--- src/rtl/fpmul_arbiter.sv ---
`default_nettype none
// +----------------------------------------------------------------------------+
// | fpmul_arbiter                                                              |
// | Round-robin sharing of one pipelined FP multiplier among N_REQ requesters. |
// | Revision: 1.0                                                              |
// +----------------------------------------------------------------------------+
module fpmul_arbiter #(
  parameter int N_REQ = 4,
  parameter int LAT   = 4
) (
  input  logic                clk,
  input  logic                rst,
  input  logic [N_REQ-1:0]    req_valid,
  input  logic [32*N_REQ-1:0] req_a,
  input  logic [32*N_REQ-1:0] req_b,
  output logic [N_REQ-1:0]    req_ready,
  output logic [31:0]         mul_a,
  output logic [31:0]         mul_b,
  input  logic [31:0]         mul_z,
  output logic [N_REQ-1:0]    rsp_valid,
  output logic [31:0]         rsp_z,
  output logic                busy,
  output logic [15:0]         op_count
);

  localparam int c_PW = (N_REQ > 1) ? $clog2(N_REQ) : 1;

  logic [c_PW-1:0] r_ptr;
  logic [31:0]     r_mul_a;
  logic [31:0]     r_mul_b;
  logic [15:0]     r_op_count;
  logic [LAT:0]    r_tag_v;
  logic [c_PW-1:0] r_tag_id [0:LAT];

  logic            w_found;
  logic            w_grant;
  logic [c_PW-1:0] w_sel;

  function automatic logic [c_PW-1:0] wrap_idx(input logic [c_PW-1:0] base, input int off);
    int s;
    s = int'(base) + off;
    if (s >= N_REQ) s = s - N_REQ;
    return s[c_PW-1:0];
  endfunction

  // First pending requester at or after the pointer, wrapping around.
  always_comb begin
    w_found = 1'b0;
    w_sel   = '0;
    for (int j = 0; j < N_REQ; j++) begin
      if (!w_found && req_valid[wrap_idx(r_ptr, j)]) begin
        w_found = 1'b1;
        w_sel   = wrap_idx(r_ptr, j);
      end
    end
  end

  assign w_grant = w_found & ~rst;

  always_comb begin
    req_ready = '0;
    if (w_grant) req_ready[w_sel] = 1'b1;
  end

  always_ff @(posedge clk) begin
    if (rst) begin
      r_ptr      <= '0;
      r_mul_a    <= '0;
      r_mul_b    <= '0;
      r_op_count <= '0;
      r_tag_v    <= '0;
    end else begin
      // Operands hold when idle so the multiplier inputs stay quiet.
      if (w_grant) begin
        r_ptr      <= wrap_idx(w_sel, 1);
        r_mul_a    <= req_a[{w_sel, 5'd0} +: 32];
        r_mul_b    <= req_b[{w_sel, 5'd0} +: 32];
        r_op_count <= r_op_count + 16'd1;
      end
      r_tag_v <= {r_tag_v[LAT-1:0], w_grant};
    end
  end

  // Tag ids only matter alongside their valid bit, so they need no reset.
  always_ff @(posedge clk) begin
    r_tag_id[0] <= w_sel;
    for (int k = 1; k <= LAT; k++) begin
      r_tag_id[k] <= r_tag_id[k-1];
    end
  end

  always_comb begin
    rsp_valid = '0;
    if (r_tag_v[LAT]) rsp_valid[r_tag_id[LAT]] = 1'b1;
  end

  assign rsp_z    = mul_z;
  assign busy     = |r_tag_v;
  assign mul_a    = r_mul_a;
  assign mul_b    = r_mul_b;
  assign op_count = r_op_count;

endmodule
`default_nettype wire

--- config.mk ---
export PLATFORM = sky130hd
export DESIGN_NAME = fpmul_arbiter
export DESIGN_NICKNAME = d
export VERILOG_FILES = /design/src/rtl/fpmul_arbiter.sv
export SDC_FILE = /design/constraint.sdc
export NUM_CORES = 1
export LEC_CHECK = 0
export ABC_CLOCK_PERIOD_IN_PS = 4500
export CAP_MARGIN = 25
export CORE_AREA = 2 2 161 163
export CTS_CLUSTER_DIAMETER = 80
export CTS_CLUSTER_SIZE = 30
export DETAILED_ROUTE_END_ITERATION = 7
export DIE_AREA = 0 0 163 165
export HOLD_SLACK_MARGIN = 0.05
export PLACE_DENSITY = 0.58
export SYNTH_ARGS = -nofsm -noshare
export SYNTH_HDL_FRONTEND = slang
export SYNTH_SLANG_ARGS = --single-unit
--- constraint.sdc ---
create_clock -name clk -period 4.5 [get_ports clk]
set_clock_uncertainty 0.2 [all_clocks]
set_input_delay 1.125 -clock clk [delete_from_list [all_inputs] [get_ports clk]]
set_output_delay 1.125 -clock clk [all_outputs]
set_load 0.005 [all_outputs]
Word-level counts from Yosys, hierarchy flattened
Memories as Yosys holds them, arrays and structs flattened.
Index checks and enable logic that the tools add are counted.
- flip-flop bits (word level): 87
- bits in latches: 0
- memory bits (writable): 10
- memory bits (read-only): 0
- input port bits: 294
- word-level logic and storage cells: 69
- memories: 1
- memory list (memory ; words ; width ; read ports ; clocked after Yosys merged registers in ; write ports ; line ; source):
    r_tag_id ; 5 ; 2 ; 5 ; 0 ; 5 ; 33 ; logic [c_PW-1:0] r_tag_id [0:LAT];
- add/sub/neg operators: 10
- multiply operators: 0
- div/mod/pow operators: 0
- magnitude comparators: 13
- equality and inequality tests: 0
- shift-type cells: 2
- multiplexer cells: 27
- bitwise logic cells: 2
- reductions and logical operators: 9
- operators with widths (cell ; number):
    indexed part select 128 x 8 -> 32 bit ; 2
    < comparator 2 x 3 -> 1 bit, second input constant ; 6
    2-to-1 mux 2 bit ; 9
    adder 16 x 1 -> 16 bit, second input constant ; 1
    >= comparator 3 bit, second input constant ; 4
    2-to-1 mux 1 bit ; 10
    subtractor 2 x 1 -> 2 bit, second input constant ; 5
    binary-select mux 1 bit (select 2 bit) ; 4
    2-to-1 mux 4 bit ; 2
    adder 2 x 1 -> 3 bit, second input constant ; 2
    adder 2 x 2 -> 3 bit, second input constant ; 2
    logical AND 1 bit ; 5
    OR reduction 5 bit ; 1
    demux 1 bit (select 2 bit) ; 2
    >= comparator 2 x 1 -> 1 bit, second input constant ; 2
    >= comparator 2 x 3 -> 1 bit, second input constant ; 1
    logical NOT 1 bit ; 3
    AND 1 bit ; 1
    inverter 1 bit ; 1

Depth between registers and ports, before layout
- depth in word-level cells: 19
- mapped depth: 8
- gate-level depth less buffers: 6

Worst setup path after synthesis
Ideal clock, no wire load.
- path type: input -> output
- from: in req_valid[2]
- to: out req_ready[1]
- arrival time: 2.512 ns
- setup slack: 0.663 ns
- stages on the path: 7
- buffers on the path: 3
- cell sequence: nor2b_1 > or3_1 > a21o_1 > clkbuf_1 > buf_6 > buf_2 > nor4_1
- cells in the longest elaborated chain, start to end: 17
- elaborated cells on any way between the ends: 29
- ends and longest elaborated chain (item ; line ; source):
    start: declaration ; 13 ; input logic [N_REQ-1:0] req_valid,
    binary-select mux 1 bit (select 2 bit) ; 51 ; if (!w_found && req_valid[wrap_idx(r_ptr, j)]) begin
    2-to-1 mux 1 bit (implied by the code) ; 51 ;
    2-to-1 mux 1 bit ; 51 ;
    logical NOT 1 bit ; 51 ;
    logical AND 1 bit ; 51 ;
    2-to-1 mux 1 bit ; 51 ;
    logical NOT 1 bit ; 51 ;
    logical AND 1 bit ; 51 ;
    2-to-1 mux 1 bit ; 51 ;
    logical NOT 1 bit ; 51 ;
    logical AND 1 bit ; 51 ;
    2-to-1 mux 2 bit ; 51 ;
    < comparator 2 x 3 -> 1 bit (implied by the code) or >= comparator 2 x 1 -> 1 bit (tied branches) ; 62 ; if (w_grant) req_ready[w_sel] = 1'b1;
    logical AND 1 bit (implied by the code) ; 62 ;
    2-to-1 mux 1 bit (implied by the code) ; 62 ;
    demux 1 bit (select 2 bit) ; 62 ;
    2-to-1 mux 4 bit * ; 62 ;
    end: declaration ; 16 ; output logic [N_REQ-1:0] req_ready,
Mark *: on every way between the ends. The rest lies on a longest branch, timed or not. The select of a mux whose other input is x is not followed.

Final worst setup path
- from: in req_valid[2]
- to: out req_ready[3]
- cells in the longest elaborated chain, start to end: 17
- elaborated cells on any way between the ends: 29
- ends and longest elaborated chain (item ; line ; source):
    binary-select mux 1 bit (select 2 bit) ; 51 ;
    2-to-1 mux 1 bit (implied by the code) ; 51 ;
    2-to-1 mux 1 bit ; 51 ;
    logical NOT 1 bit ; 51 ;
    logical AND 1 bit ; 51 ;
    2-to-1 mux 1 bit ; 51 ;
    logical NOT 1 bit ; 51 ;
    logical AND 1 bit ; 51 ;
    [... 2 more ...] ; - ;
    logical AND 1 bit ; 51 ;
    2-to-1 mux 2 bit * ; 51 ;
    named net w_sel[0] ; 37 ; logic [c_PW-1:0] w_sel;
    < comparator 2 x 3 -> 1 bit (implied by the code) or >= comparator 2 x 1 -> 1 bit (tied branches) ; 62 ;
    logical AND 1 bit (implied by the code) ; 62 ;
    2-to-1 mux 1 bit (implied by the code) ; 62 ;
    demux 1 bit (select 2 bit) * ; 62 ;
    2-to-1 mux 4 bit * ; 62 ;
Mark *: on every way through the listed nets, which the timed path passes. The rest lies on a longest branch. The select of a mux whose other input is x is not followed.

==> impl_metrics.env <==
export IMPL_tightest_slew_ns=0.8823
export IMPL_clockRootBuffer="clkbuf_16"
export IMPL_drtIter0Drc=389
export IMPL_p_leak_nw=3.988
export IMPL_grt_start_max_net_pins=79
export IMPL_grt_overflow=0
export IMPL_cp_required_ns=3.17
export IMPL_gp_congestion=0.8232
export IMPL_tritoncts_num_buffers=9
export IMPL_synth_edf_count=0
export IMPL_clkSinkCount=97
export IMPL_endpoint_kind="primary output"
export IMPL_num_fill_cells=2600
export IMPL_first_global_vias=6613
export IMPL_avgSynthCellArea_um2=8.067
export IMPL_drive_gt1_share_pct=6.725
export IMPL_ys_types=37
export IMPL_drv_cap=0
export IMPL_layout_area_overhead_vs_synth_pct=64.20
export IMPL_antenna_found_initial=0
export IMPL_min_to="r_tag_id[0][8]"
export IMPL_timing_final_crit_share_pct=99.07
export IMPL_synth_seq_area_share_pct=32.23
export IMPL_ios=415
export IMPL_final_cell_mix="clkdlybuf4s50_1 (347), dfxtp_1 (97), nor2_1 (84)"
export IMPL_p_per_area_nw_per_um2=336.5
export IMPL_crit_path_start_kind="input pin"
export IMPL_path_max_fanout=4
export IMPL_slew_limit_headroom_pct=41.18
export IMPL_ir_drop_mv=0.2767
export IMPL_mostFrequentLayoutCell="clkdlybuf4s50_1"
export IMPL_initial_utilization_pct=24.07
export IMPL_wirelength_mm=25.85
export IMPL_die_area_um2=26900
export IMPL_synth_ff_type="dfxtp_1"
export IMPL_r2r_end="mul_a[11]"
export IMPL_final_nets=1316
export IMPL_wl_per_cell_um=19.06
export IMPL_grt_usage_pct=18.31
export IMPL_die_y_um=165
export IMPL_ys_seq_elements=97
export IMPL_min_period_ns=4.458
export IMPL_max_freq_ghz=0.2243
export IMPL_r2r_cells=6
export IMPL_die_w_um=163
export IMPL_dr_pass1_iters=5
export IMPL_cts_htree_levels=3
export IMPL_cts_path_max_buffers=2
export IMPL_fin_tns_setup_ns=0
export IMPL_num_rows=58
export IMPL_crit_type="in2out"
export IMPL_mappedNetlistArea_um2=6026
export IMPL_setup_viol=0
export IMPL_dr_total_vias=6834
export IMPL_coreArea_um2=25040
export IMPL_reg2reg_from="r_ptr[1]"
export IMPL_hold_path_class="reg2reg"
export IMPL_port_buffers=350
export IMPL_ant_nets=0
export IMPL_yosysWarningCount=0
export IMPL_hold_start="r_tag_id[0][6]"
export IMPL_path_clk_slew_ns=0.07
export IMPL_outcome="finished, final reports clean"
export IMPL_grt_pass1_wl_mm=38.30
export IMPL_holdWs_ns=0.1284
export IMPL_cts_tree="done"
export IMPL_place_ws_ns=-0.04329
export IMPL_post_drt_via_cell_ratio=5.040
export IMPL_cp_arrival_ns=3.13
export IMPL_cts_setup_buffers=0
export IMPL_drc_errors=0
export IMPL_hpwl_mm=17.54
export IMPL_final_setup_worst_slack_ns=0.04187
export IMPL_syn_inst=747
export IMPL_clkLatencyLatePin_ns=0.35
export IMPL_diodes=0
export IMPL_min_path_cells=0
export IMPL_rsz0062_at_grt="false"
export IMPL_ff2ff_setup_slack_ns=2.10
export IMPL_finalMaxSlewViolations=0
export IMPL_synthesis_nets=1042
export IMPL_async_flop_share_pct=0
export IMPL_finalHoldViolations=0
export IMPL_cts_hold_buf=0
-- repair_timing --
item                       4_1_cts  5_1_grt
pin swaps                        0        1
setup endpoints to repair        1        3
gates resized for setup          1        3
-- kinds of logic after synthesis --
logic type               share of synthesized area [%]
AO/OA/AOI/OAI                                    24.67
XOR/XNOR                                         2.035
adder cells (fa/ha/maj)                         0.2076
buffers and inverters                            9.427
flip-flops                                       32.23
multiplexers                                     10.63
AND/OR/NAND/NOR                                  20.81
-- cell type report --
class	instances	area [um^2]	share of cell area (%)
repair buffers	369	3692	37.32
multi-input cells	543	3536	35.74
flip-flops and latches	97	1942	19.63
well taps	330	412.9	4.173
clock buffers	9	225.2	2.276
clock inverters	7	82.58	0.8346
inverters	1	3.754	0.03794
-- critical path, cell delays in order --
cell and delay (ns):
clkdlybuf4s50_1 0.43, nor2b_1 0.16, or3_2 0.47, a21o_4 0.23
inv_2 0.07, and3_1 0.15, clkdlybuf4s50_1 0.50
-- flip-flops by register name, indices dropped and copies added, names as in the netlist --
register / count
op_count: 16
r_tag_id: 10
mul_a: 32
r_ptr: 2
mul_b: 32
r_tag_v: 5
-- through the flow --
| stage | instances | area (um^2) | total power, mW | util [%] |
|---|---|---|---|---|
| 6_report | 1356 | 9894 | 3.329 | 39.52 |
| 5_1_grt | 1356 | 9894 | 3.526 | 39.52 |
| 4_1_cts | 1356 | 9886 | 3.377 | 39.49 |
| 3_5_place_dp | 1340 | 9579 | 2.539 | 38.26 |
| 3_3_place_gp | 1340 | 9579 | 2.528 | 38.26 |
| 2_1_floorplan | 747 | 6026 | 1.852 | - |
-- synthesized netlist by cell type (2+ instances only) --
master     n  area, um^2
mux2i_1   64       640.6
nor2_1    84       315.3
xor2_1     9       78.83
a221oi_2  24       360.4
nand3_1    2       10.01
nor3b_1    2       15.01
or3_1     67       419.2
nor3_1     3       15.01
o22ai_1   64       400.4
clkbuf_1  56       210.2
dfxtp_1   97        1942
nand4_1    4       25.02
and3_1     6       37.54
buf_6      4       45.04
a21oi_1   68       340.3
nand2b_1   2       12.51
a221oi_1  40       350.3
nor2b_1    7       43.79
nor4_1     4       25.02
xnor2_1    5       43.79
buf_4     32       240.2
buf_2     12       60.06
o21ai_0    2       10.01
nand2_1   76       285.3
-- where the power goes --
part	leakage (nW)	internal [mW]	total, mW	switching [mW]
logic	3.04	0.759	1.38	0.619
registers	0.803	1.01	1.14	0.127
clock network	0.147	0.399	0.812	0.413
-- metal layers --
metal  up-vias  share of wire, %  GRT usage (%)
li1       3271                 -              -
met1      3228                42          22.63
met2       295                48          31.12
met3        40               8.0          4.445
met4         0               2.2          6.275
met5         -                 0              0
-- how the worst max path moves through the flow --
stage,start,end,slack (ns),cells after the start
finish,req_valid[2],req_ready[3],0.04,7
global route,req_valid[2],req_ready[0],0.0007,6
CTS,req_valid[2],req_ready[3],0.03,7
detailed placement,req_valid[2],req_ready[1],-0.04,6
global placement,req_valid[2],req_ready[1],-0.02,6
floorplan,req_valid[2],req_ready[1],0.66,7
No activity file was read; power rests on OpenSTA's default activity.
